`src/rtl/bcd_event_counter.sv`:
```
// bcd_event_counter: counts synchronized active-low key presses as a multi-digit
// BCD value and drives per-digit enables with optional leading-zero blanking.
module bcd_event_counter #(
   parameter int DIGITS   = 6,
   parameter int SATURATE = 0,
   parameter int BLANK    = 1
) (
   input  logic                  clk,
   input  logic                  reset_n,
   input  logic                  inc_key,
   input  logic                  dec_key,
   input  logic                  clear,
   output logic [4*DIGITS-1:0]   digits,
   output logic [DIGITS-1:0]     digit_en,
   output logic                  overflow,
   output logic                  underflow
);
   localparam logic [DIGITS-1:0] EN_RST = (BLANK != 0) ? DIGITS'(1) : {DIGITS{1'b1}};
   logic [2:0]            inc_sync_q, inc_sync_d, dec_sync_q, dec_sync_d;
   logic [4*DIGITS-1:0]   digits_q, digits_d, inc_val, dec_val;
   logic [DIGITS-1:0]     digit_en_q, digit_en_d;
   logic                  overflow_q, overflow_d, underflow_q, underflow_d;
   logic                  inc_p, dec_p, carry, borrow, nz;
   logic [3:0]            dig;
   // sync chain bits: [0] first stage, [1] second stage, [2] previous value
   always_comb begin
      inc_sync_d = {inc_sync_q[1:0], inc_key};
      dec_sync_d = {dec_sync_q[1:0], dec_key};
      inc_p = inc_sync_q[2] & ~inc_sync_q[1];
      dec_p = dec_sync_q[2] & ~dec_sync_q[1];
      inc_val = '0;
      dec_val = '0;
      dig = 4'd0;
      carry = 1'b1;
      borrow = 1'b1;
      for (int i = 0; i < DIGITS; i++) begin
         dig = digits_q[4*i +: 4];
         inc_val[4*i +: 4] = carry ? ((dig == 4'd9) ? 4'd0 : dig + 4'd1) : dig;
         dec_val[4*i +: 4] = borrow ? ((dig == 4'd0) ? 4'd9 : dig - 4'd1) : dig;
         carry = carry & (dig == 4'd9);
         borrow = borrow & (dig == 4'd0);
      end
      // carry/borrow surviving all digits marks the all-nines / all-zeros limit
      digits_d = digits_q;
      overflow_d = 1'b0;
      underflow_d = 1'b0;
      if (clear)
         digits_d = '0;
      else if (inc_p & ~dec_p) begin
         overflow_d = carry;
         digits_d = (carry && SATURATE != 0) ? digits_q : inc_val;
      end else if (dec_p & ~inc_p) begin
         underflow_d = borrow;
         digits_d = (borrow && SATURATE != 0) ? digits_q : dec_val;
      end
      nz = 1'b0;
      digit_en_d = {DIGITS{1'b1}};
      for (int i = DIGITS - 1; i > 0; i--) begin
         nz = nz | (digits_d[4*i +: 4] != 4'd0);
         digit_en_d[i] = nz | (BLANK == 0);
      end
   end
   always_ff @(posedge clk or negedge reset_n) begin
      if (!reset_n) begin
         inc_sync_q  <= 3'b111;
         dec_sync_q  <= 3'b111;
         digits_q    <= '0;
         digit_en_q  <= EN_RST;
         overflow_q  <= 1'b0;
         underflow_q <= 1'b0;
      end else begin
         inc_sync_q  <= inc_sync_d;
         dec_sync_q  <= dec_sync_d;
         digits_q    <= digits_d;
         digit_en_q  <= digit_en_d;
         overflow_q  <= overflow_d;
         underflow_q <= underflow_d;
      end
   end
   assign digits    = digits_q;
   assign digit_en  = digit_en_q;
   assign overflow  = overflow_q;
   assign underflow = underflow_q;
endmodule

```
`config.mk`:
```
export PLATFORM = sky130hd
export DESIGN_NAME = bcd_event_counter
export DESIGN_NICKNAME = d
export VERILOG_FILES = /design/src/rtl/bcd_event_counter.sv
export SDC_FILE = /design/constraint.sdc
export NUM_CORES = 1
export LEC_CHECK = 0
export ABC_CLOCK_PERIOD_IN_PS = 3200
export CORE_UTILIZATION = 52
export DETAILED_ROUTE_END_ITERATION = 8
export PLACE_DENSITY = 0.76
export SLEW_MARGIN = 15
export SYNTH_ARGS = -nofsm -noshare
export SYNTH_HDL_FRONTEND = slang
export SYNTH_SLANG_ARGS = --single-unit
```
`constraint.sdc`:
```
create_clock -name clk -period 3.2 [get_ports clk]
set_clock_uncertainty 0.15 [all_clocks]
set_input_delay 0.64 -clock clk [delete_from_list [all_inputs] [get_ports clk]]
set_output_delay 0.64 -clock clk [all_outputs]
set_load 0.02 [all_outputs]
```
# Word-level counts from Yosys, hierarchy flattened
# Index checks and enable logic that the tools add are counted.
dict set report classes {
  n_addsub 12
  eq_ne 6
  mux 30
  bitwise_logic 22
  reduce_logical 12
}
# operator n
set ops {}
lappend ops {{4-bit 2-to-1 mux} 22}
lappend ops {{24-bit 2-to-1 mux} 3}
lappend ops {{4-bit by 1-bit adder with 4-bit output (second input constant)} 6}
lappend ops {{4-bit == test (second input constant)} 6}
lappend ops {{4-bit logical NOT} 6}
lappend ops {{4-bit by 1-bit subtractor with 4-bit output (second input constant)} 6}
lappend ops {{4-bit nonzero test} 5}
lappend ops {{1-bit bitwise AND} 14}
lappend ops {{1-bit 2-to-1 mux} 5}
lappend ops {{1-bit NOT} 4}
lappend ops {{1-bit OR} 4}
lappend ops {{3-bit nonzero test} 1}
dict set report totals {
  reg_bits 37
  input_bits 5
  out_inout_bits 32
  word_cells 89
}

# Logic depth before layout (Yosys ltp)
dict set report depth {
  depth_word 14
  depth_mapped 10
  mapped_depth_nobuf 9
}

# Worst setup path after synthesis
# No wires, ideal clock.
dict set report synth_path {
  kind {register to register}
  from {register digits_q[0], in the netlist digits[0]}
  to {register digit_en_q[1], in the netlist digit_en[1]}
  setup_ps 141
  t_arrival_ps 2437
  t_required_ps 2909
  slack_ps 472
  stages_incl_launch_ff 10
  path_buffers 0
  period_less_slack_ps 2728
  cell_sequence {dfrtp_1 inv_1 ha_1 nor3b_4 and3_2 nand3_4 or3_1 a32o_2 nor4_4 nand4b_1}
}
dict set report synth_via {
  word_cells_on_any_way 32
  cone_classes {eq/ne: 1; mux: 13; bitwise: 12; reduce/logical: 6}
}
# item line
set synth_lines {}
lappend synth_lines {{start: declaration} 20} ;# logic [4*DIGITS-1:0] digits_q, digits_d, inc_val, dec_val;
lappend synth_lines {{start signal: assignment} 74} ;# digits_q <= digits_d;
lappend synth_lines {{4-bit logical NOT} 41} ;# borrow = borrow & (dig == 4'd0);
lappend synth_lines {{1-bit bitwise AND (3 in series)} 41}
lappend synth_lines {{4-bit 2-to-1 mux} 39} ;# dec_val[4*i +: 4] = borrow ? ((dig == 4'd0) ? 4'd9 : dig - 4'd1) : dig;
lappend synth_lines {{24-bit 2-to-1 mux} 52} ;# end else if (dec_p & ~inc_p) begin
lappend synth_lines {{24-bit 2-to-1 mux (*)} 49} ;# else if (inc_p & ~dec_p) begin
lappend synth_lines {{24-bit 2-to-1 mux (*)} 47} ;# if (clear)
lappend synth_lines {{named net digits_d[16]} 20}
lappend synth_lines {{4-bit nonzero test (*)} 59} ;# nz = nz | (digits_d[4*i +: 4] != 4'd0);
lappend synth_lines {{1-bit OR (*) (4 in series)} 59}
lappend synth_lines {{named net digit_en_d[1]} 21} ;# logic [DIGITS-1:0] digit_en_q, digit_en_d;
lappend synth_lines {{end signal: assignment} 75} ;# digit_en_q <= digit_en_d;
lappend synth_lines {{end: declaration} 21}
# The timed path passes the listed nets; every way through them passes the cells marked *. The select of a mux whose other input is x is not followed.
# A chain may end at the register's enable or synchronous reset.

# Final worst setup path
dict set report layout_path {
  from {register digits_q[1], in the netlist digits[1]}
  to {register digit_en_q[1], in the netlist digit_en[1]}
}
dict set report layout_via {
  elab_chain_cells 14
  word_cells_on_any_way 32
  cone_classes {eq/ne: 1; mux: 13; bitwise: 12; reduce/logical: 6}
}
# item line
set layout_rtl {}
lappend layout_rtl {{4-bit logical NOT} 41}
lappend layout_rtl {{1-bit bitwise AND (4 in series)} 41}
lappend layout_rtl {{4-bit 2-to-1 mux} 39}
lappend layout_rtl {{24-bit 2-to-1 mux} 52}
lappend layout_rtl {{24-bit 2-to-1 mux (*)} 49}
lappend layout_rtl {{24-bit 2-to-1 mux (*)} 47}
lappend layout_rtl {{named net digits_d[23]} 20}
lappend layout_rtl {{4-bit nonzero test (*)} 59}
lappend layout_rtl {{named net digit_en_d[5]} 21}
lappend layout_rtl {{1-bit OR (*) (4 in series)} 59}
lappend layout_rtl {{named net digit_en_d[1]} 21}
# Marks and branches as above.

==> impl_metrics.toml <==
[synthesis]
synth_edf_count = 0
postSynthCellCount = 307
yosysMostFrequentCell = "dfrtp_1"
synth_ff_type = "dfrtp_1"
synth_area_sq_um = 2810
yosysTopAreaCell = "dfrtp_1"
ys_types = 70
yosys-top-cells-area = "dfrtp_1 28%, ha_1 8.0%, dfstp_2 5.6%, nand3_1 4.1%, a21oi_1 3.4%"
yosys_warnings = 0
async_reset_ff_share_pct = 100
synth_top_area_share_pct = 27.6
ys_seq_elements = 37
seq_area_frac_synth_pct = 33.2
synth_common_cells = "31 x dfrtp_1, 24 x nand2_1, 23 x nand3_1"
syn-num-nets = 330
avgSynthCellArea_sq_um = 9.15

[global_route]
grt_overflow_total = 0
grt_max_degree = 38
first_global_vias = 2385
track_usage_pct = 27.8
grt_pass1_wl_um = 11900
antenna_found_initial = 0

[placed_design]
routabilityCongestion = 0.921
numPortBuffers = 35
post_dp_cell_area_sq_um = 3300
hpwlAfterDp_um = 5390

[worst_setup_path]
timing.rr.end = "digit_en[1]"
crit_path_start_kind = "flip-flop"
path_max_fanout = 14
worstPathArrival_ns = 3.02
r2r_cells = 9
r2r_setup_slack_ns = 0.18
crit_type = "flip-flop to flip-flop"
endpoint_kind = "flip-flop"
r2r_start = "digits[1]"
worstPathRequired_ns = 3.21
cp-startpoint = "digits[1]"

[power]
total_power_mw = 1.34
ir_drop_mv = 0.285
p_leak_nw = 1.51
p_per_area_nw_per_um2 = 395

[floorplanning]
die_area_sq_um = 5700
fp.dieH_um = 75.5
ios = 37
start_util_pct = 54.6
core-area_sq_um = 5140
dieWidth_um = 75.5
floorplan.rows = 26

[sta]
fin_crit_sh_pct = 94.2
max_freq_mhz = 332
maxSlewViolCount = 0
worstMarginPinSlew_ns = 0.874
setup_tns_ns = 0
finalCriticalPeriod_ns = 3.02
rsz0062_at_grt = "no"
finalHoldViolations = 0
relSlewSlack_pct = 41.6
setup_violations = 0

[routing]
avgRoutedWirePerCell_um = 16.9
vias = 2710
firstDrtPassIters = 7
drt.antenna.violating_nets = 0
via_per_inst = 6.36
drc = 0
wl_um = 7190
drtIter0Drc = 273

[clocking]
cts_buffer_depth = 2
cts_hold_buf = 0
htreeDepth = 2
root_buffer = "clkbuf_8"
postCtsSetupBuffers = 0
ctsResizeCount = 0
cts.sinks = 37
cts_tree = "yes"
cts_buffers = 5
clk_pin_slew_ns = 0.07
insertion_delay_ns = 0.30

[worst_hold_path]
hp-class = "flip-flop to flip-flop"
hold_end = "dec_sync_q[1]"
hold_path_startpoint = "dec_sync_q[0]"
holdPathStages = 0

[outcome]
status = "complete, no violations"

[finish]
utilization_pct = 65.8
diodes = 0
syn2layout_area_growth_pct = 20.4
nets = 378
drive_gt1_share_pct = 16.3
fin_area_sq_um = 3380

[flow_run]
maxCapViolCount = 0
==> sequential cells by signal, summed over array words and instances (netlist names) <==
register and cells:
digits 24, digit_en 5, dec_sync_q 3, inc_sync_q 3
overflow 1, underflow 1
==> kinds of logic (layout without fill, tap and decap cells) <==
kind of cell | after synthesis | after routing | share of synthesized area [%]
AO/OA/AOI/OAI | 76 | 76 | 18.4
XOR/XNOR | 1 | 1 | 0.312
adder cells (fa/ha/maj) | 18 | 18 | 8.02
buffers and inverters | 31 | 80 | 5.30
flip-flops | 37 | 37 | 33.2
multiplexers | 5 | 5 | 1.83
other | 1 | 1 | 0.134
AND/OR/NAND/NOR | 138 | 138 | 32.8
==> layout make-up <==
class | count | area [sq um]
clock buffers | 5 | 68.8
well taps | 70 | 87.6
inverters | 20 | 75.1
repair buffers | 52 | 473
multi-input cells | 239 | 1730
clock inverters | 3 | 17.5
flip-flops and latches | 37 | 933
fillers | 442 | 1760
==> how the worst max path moves through the flow <==
stage / to / cells after the start / slack [ns]
CTS: digit_en[1] / 9 / 0.21
finish: digit_en[1] / 9 / 0.18
floorplan: digit_en[1] / 9 / 0.47
global placement: digit_en[1] / 8 / 0.27
detailed placement: digit_en[1] / 9 / 0.22
global route: digit_en[1] / 9 / 0.003
==> per-layer routing <==
metal / wire [um] / share of wire, % / track usage [%]
met1: 3230 / 45 / 40.1
met2: 3310 / 46 / 42.3
met3: 489 / 6.8 / 4.50
met4: 156 / 2.2 / 9.67
met5: 0 / 0 / 0
==> worst max-delay path: stages, from the launching register on <==
cell and delay (ns):
dfrtp_1 0.43, inv_1 0.11, ha_1 0.23, nor3b_4 0.31, and3_2 0.40, nand4_2 0.22, mux2_2 0.29, nand3_1 0.08
or4_4 0.46, nand4b_1 0.19
==> cells in the final DEF, fill, tap and decap left out, types with 4 or more instances in the layout <==
cell type | netlist | routed
nor3_1 | 7 | 7
nand3b_1 | 4 | 4
inv_1 | 20 | 20
nand2b_1 | 5 | 5
nand4_1 | 9 | 9
nor2b_1 | 4 | 4
clkbuf_8 | 0 | 5
nand2_1 | 24 | 24
a21oi_1 | 19 | 19
buf_4 | 2 | 17
o211ai_1 | 7 | 7
nor2_1 | 18 | 18
a31oi_1 | 6 | 6
o21ai_0 | 10 | 10
nor4_1 | 4 | 4
dfrtp_1 | 31 | 31
dfstp_2 | 6 | 6
ha_1 | 18 | 18
or3_1 | 6 | 6
nand3_1 | 23 | 23
clkdlybuf4s50_1 | 0 | 34
mux2i_1 | 4 | 4
==> through the flow <==
step           std cells  hold WS [ns]  setup slack [ns]
5_1_grt              426         0.209           0.00261
2_1_floorplan        307         0.194             0.472
6_report             426         0.207             0.185
3_3_place_gp         418         0.196             0.273
3_5_place_dp         418         0.197             0.220
4_1_cts              426         0.208             0.212
==> power breakdown <==
part           internal (mW)  leakage (nW)  total (mW)  switching (mW)
combinational          0.198         0.986       0.460           0.262
sequential             0.514         0.481       0.554          0.0408
clock                  0.150        0.0439       0.322           0.172
Note: power is estimated with default switching activity, not from simulation.
==> patch 1, RTL diff (same settings) <==
Change the parameter `DIGITS` from 6 to 7.
--- a/src/rtl/bcd_event_counter.sv
+++ b/src/rtl/bcd_event_counter.sv
@@ -1,7 +1,7 @@
 // bcd_event_counter: counts synchronized active-low key presses as a multi-digit
 // BCD value and drives per-digit enables with optional leading-zero blanking.
 module bcd_event_counter #(
-   parameter int DIGITS   = 6,
+   parameter int DIGITS   = 7,
    parameter int SATURATE = 0,
    parameter int BLANK    = 1
 ) (
Interface: changed (resized digit_en and digits); port bits go from 37 to 42. The function was not compared with the original's and may differ.
==> patch 1 against the unedited design <==
  * Design area grew 24%
  * Setup slack lost 0.28 ns
  * Critical path type unchanged
  * Core utilization grew 5.3 points
  * Die area grew 12%
  * Power grew 19%
  * Synthesized area grew 12%
  * The run now ends with negative setup slack left
  * Sequential cell count grew 5
  * Largest power group unchanged
  * Routed wire length grew 28%
==> patch 1: results (changes against the unedited design) <==
- The worst-case reg-to-reg path depth came to 10 (+1).
- Data-path buffer share of cell area in the final layout: 0.195 (+0.0552)
- The via count of the first global-routing pass was 3052 (+28%).
- Global Route met1 Usage: 0.421 (+0.0198)
- Post-synth net total: 397 (+20%)
* Post-route setup slack: -0.0970 ns (-0.282 ns)
* Final number of setup-violating endpoints: 4 (+4)
- For the worst-skew pair, the clock arrives at the later sink with an insertion delay of 0.29 ns.
- Share of the final layout cell area in multi-input gates: 0.477 (-0.0331)
* Maximum number of pins on one net before global-route repair: 43 (+13%)
* First-pass GRT wire length: 15.1 mm (+27%)
* Count of port buffers added during placement: 40 (+14%)
- The run finished, with violations left.
- Top cells by area, synth: sky130_fd_sc_hd__dfrtp_1, sky130_fd_sc_hd__ha_1, sky130_fd_sc_hd__dfstp_2
- Detailed Routing Iterations Pass 1: 5 (-2)
* Floorplan Core Area: 5890 sq um (+15%)
- The number of nets in the layout was 483 (+28%).
- The area share of the largest cell type after synthesis was 0.285 (+0.00932).
- The post-route setup TNS was -0.252 ns (-0.252 ns).
- Placer congestion estimate: 0.940 (+2.0%)
- The highest cell delay on the worst timing path was 0.57 ns (+0.11 ns).
- Post-synthesis share of cell area spent on full adders, half adders and majority gates: 0.0833 (+0.00309)
- Most used standard cells in the synthesized netlist: sky130_fd_sc_hd__dfrtp_1, sky130_fd_sc_hd__nor2_1, sky130_fd_sc_hd__nand2_1
* Ratio of cells with drive above 1 in the final layout: 0.223 (+0.0598)
* Starting DRT DRC Count: 258 (-5.5%)
- Largest register FFs: 28 (+17%)
- Number of sinks driven by the clock tree: 42 (+14%)
- Worst EP arrival: 3.30 ns (+0.28 ns)
* Met2 Wirelength: 4.45 mm (+34%)
- In this run the most critical hold path is launched from inc_sync_q[0].
- The multi-input combinational gate total is 286 (+20%).
- Total routed wire length on the met1 layer: 3.92 mm (+21%)
- The total track usage was 0.308 (+0.0307).
- Via total after detailed routing: 3306 (+22%)
- The layout filler cell count came to 485 (+9.7%).
- Global routing usage on met3: 0.0434 (-0.00154)
* Setup Slack @ Placement: -0.0811 ns (-0.301 ns)
* Fraction of standard cell area that is sequential: 0.255 (-0.0211)
- Synth unique cells: 65 (-7.1%)
- Mux share of post-synthesis cell area: 0.0416 (+0.0234)
* Layout clock buffer count: 6 (+1)
- Non-clk invs: 26 (+30%)
- IR Drop Worst-Case VDD: 0.249 mV (-13%)
- The slew at the pin closest to its max-slew limit came to 0.968 ns (+0.0948 ns).
- Estimated wirelength of the detail-placed design: 6.90 mm (+28%)
- The met2 usage in global routing was 0.505 (+0.0825).
- The final reports fail on negative setup slack.
* Static Leakage: 1.91 nW (+26%)
- Sequential-to-total area share from yosys stat: 0.335 (+0.00315)
- The placed cell area came to 4030 sq um (+22%).
- Routed length per instance: 17.3 um (+2.5%)
* Buffers outside the clock class: 96 (+85%)
* Share of final layout cell area taken by clock buffers and inverters: 0.0263 (+0.000796)
-- patch 1: what timing repair did --
| item | CTS | global route |
|---|---|---|
| buffers inserted | 2 | 2 |
| setup endpoints to repair | 5 | 5 |
| resized for setup | 2 | 0 |
| pin swaps | 0 | 1 |
-- patch 1: metrics by stage --
stage                     instances  utilization
after floorplan                 371            -
after global placement          521        0.685
after detailed placement        521        0.685
after CTS                       531        0.708
after global routing            533        0.711
final                           533        0.711
-- patch 1: worst paths after layout --
check / endpoint / slack [ns]
max: digit_en[2] / -0.1
min: inc_sync_q[1] / 0.21
max reg2reg: digit_en[2] / -0.1
min reg2reg: inc_sync_q[1] / 0.21
max in group asynchronous: digits[1] / 1.89
min in group asynchronous: digits[5] / 0.35
-- patch 1: where the power goes --
part | internal [mW] | switching, mW | total [mW] | leakage (nW)
sequential | 0.579 | 0.0306 | 0.610 | 0.537
clock | 0.233 | 0.189 | 0.422 | 0.0514
combinational | 0.252 | 0.308 | 0.560 | 1.32
==> patch 2, RTL diff (config.mk and constraints unchanged) <==
Without the edit above. Reset style: synchronous (`reset_n`), changed in one clocked block.
--- a/src/rtl/bcd_event_counter.sv
+++ b/src/rtl/bcd_event_counter.sv
@@ -60,7 +60,7 @@
          digit_en_d[i] = nz | (BLANK == 0);
       end
    end
-   always_ff @(posedge clk or negedge reset_n) begin
+   always_ff @(posedge clk) begin
       if (!reset_n) begin
          inc_sync_q  <= 3'b111;
          dec_sync_q  <= 3'b111;
Function: differs if reset_n is asserted again (counterexample within 4 cycles, from zero or initial values and one cycle with reset_n low); with reset_n held inactive, the same outputs for 10 cycles.
==> patch 2 against the unedited design <==
  * Design area increased by 3.4%
  * Synthesized area increased by 4.1%
  * Routed wire length increased by 15%
  * Global-route usage increased by 1.0 points
  * Sequential cell count unchanged
  * Fmax about the same
  * Setup slack improved by 0.0012 ns
  * Critical path type unchanged
  * Critical endpoint is now digit_en[1]
  * Largest cell class unchanged
Power is not compared: it rests on default switching activity, and its combinational part moved more than twofold at a synthesized area within 25%.
==> patch 2: results (changes against the unedited design) <==
- The share of synthesized area spent on multiplexers is 0.0252 (+0.00698).
- The global-route met3 utilization is 0.0631 (+0.0181).
- Area fraction in compound gates after synthesis: 0.224 (+0.0403)
- Estimated wirelength of the detail-placed design: 5.96 mm (+11%)
- Crit Path Max Fanout: 8 (-6)
- Buffers outside the clock class: 52 (unchanged)
- Placer congestion estimate: 1.03 (+12%)
- The critical path starts at digits[8].
- The fraction of layout cells with a size suffix above 1 came to 0.117 (-0.0457).
* Setup Slack @ Placement: 0.247 ns (+0.0264 ns)
- The number of nets in the layout was 422 (+12%).
* Largest cell class by area: multi-input combinational cells
* Slowest cell on crit path: sky130_fd_sc_hd__a2111oi_1
- Share of final layout cell area taken by clock buffers and inverters: 0.0383 (+0.0127)
* Worst reg2reg path depth: 9 (unchanged)
* Starting DRT DRC Count: 301 (+10%)
* Post-placement cell area: 3360 sq um (+2.1%)
* Floorplan Core Area: 5270 sq um (+2.5%)
* Worst EP arrival: 3.09 ns (+0.07 ns)
- The met3 wire length came to 823 um (+68%).
- Total routed wire length on the met1 layer: 3.71 mm (+15%)
- Top cell type's share of synthesized area: 0.253 (-0.0229)
* Post-synth net total: 389 (+18%)
- Synth unique cells: 77 (+10%)
* Total length of routed wires: 8.25 mm (+15%)
* Maximum frequency from static timing analysis: 0.332 GHz (about the same)
* Pin slew with the least headroom to its limit: 0.811 ns (-0.0622 ns)
* Slowest Stage Delay on Critical Path: 0.77 ns (+0.31 ns)
- Detailed Routing Iterations Pass 1: 5 (-2)
* Hold Crit Start: inc_sync_q[0]
* Maximum number of pins on one net before global-route repair: 28 (-26%)
* Number of stages on the worst hold path: 1 (+1)
- Multi-In Gates: 288 (+21%)
- Drt via density: 6.48 (+1.9%)
- Post-synthesis share of cell area spent on full adders, half adders and majority gates: 0.0727 (-0.00744)
* Sequential-to-total area share from yosys stat: 0.253 (-0.0790)
- First-pass GRT wire length: 13.8 mm (+15%)
- The buffering overhead was 0.137 (-0.00322).
- Fraction of standard cell area that is sequential: 0.212 (-0.0643)
- The number of buffers on the longest clock path came to 2 (unchanged).
- The post-synthesis xor/xnor area fraction came to 0.00899 (+0.00587).
* Global-route usage over all layers: 0.288 (+0.0102)
- Worst-case hold slack: 0.259 ns (+0.0519 ns)
* Filler cells: 447 (+1.1%)
* Most used standard cells in the synthesized netlist: sky130_fd_sc_hd__dfxtp_1, sky130_fd_sc_hd__nor2_1, sky130_fd_sc_hd__nand2_1
* Global Route met1 Usage: 0.403 (+0.00233)
- Grt met2 use: 0.437 (+0.0140)
- Async set or reset register ratio after synthesis: 0 (-1.00)
* Met2 Wirelength: 3.49 mm (+5.3%)
- The cell family contributing the most delay on the critical path is compound AO/OA/AOI/OAI gates.
* Status: completed
* End of the worst register-to-register path: digit_en[1]
- The via count of the first global-routing pass is 2800 (+17%).
* Non-clk invs: 16 (-20%)
* Combined area of the multi-input logic cells: 2000 sq um (+16%)
==> patch 2: cell count changes in the layout (fill, tap and decap cells not counted), moves of 6 or more <==
| cell | unedited run | this run |
|---|---|---|
| sky130_fd_sc_hd__dfxtp_1 | 0 | 37 |
| sky130_fd_sc_hd__nor3b_1 | 0 | 6 |
| sky130_fd_sc_hd__nor3_1 | 7 | 14 |
| sky130_fd_sc_hd__dfrtp_1 | 31 | 0 |
| sky130_fd_sc_hd__nor2_1 | 18 | 33 |
| sky130_fd_sc_hd__nand2b_1 | 5 | 15 |
| sky130_fd_sc_hd__o21ai_0 | 10 | 18 |
| sky130_fd_sc_hd__dfstp_2 | 6 | 0 |
==> patch 2: report_power, final <==
group	internal, mW	switching, mW	total (mW)
clock	0.310	0.181	0.491
sequential	0.478	0.0169	0.495
combinational	0.0987	0.128	0.227
total	0.886	0.326	1.21
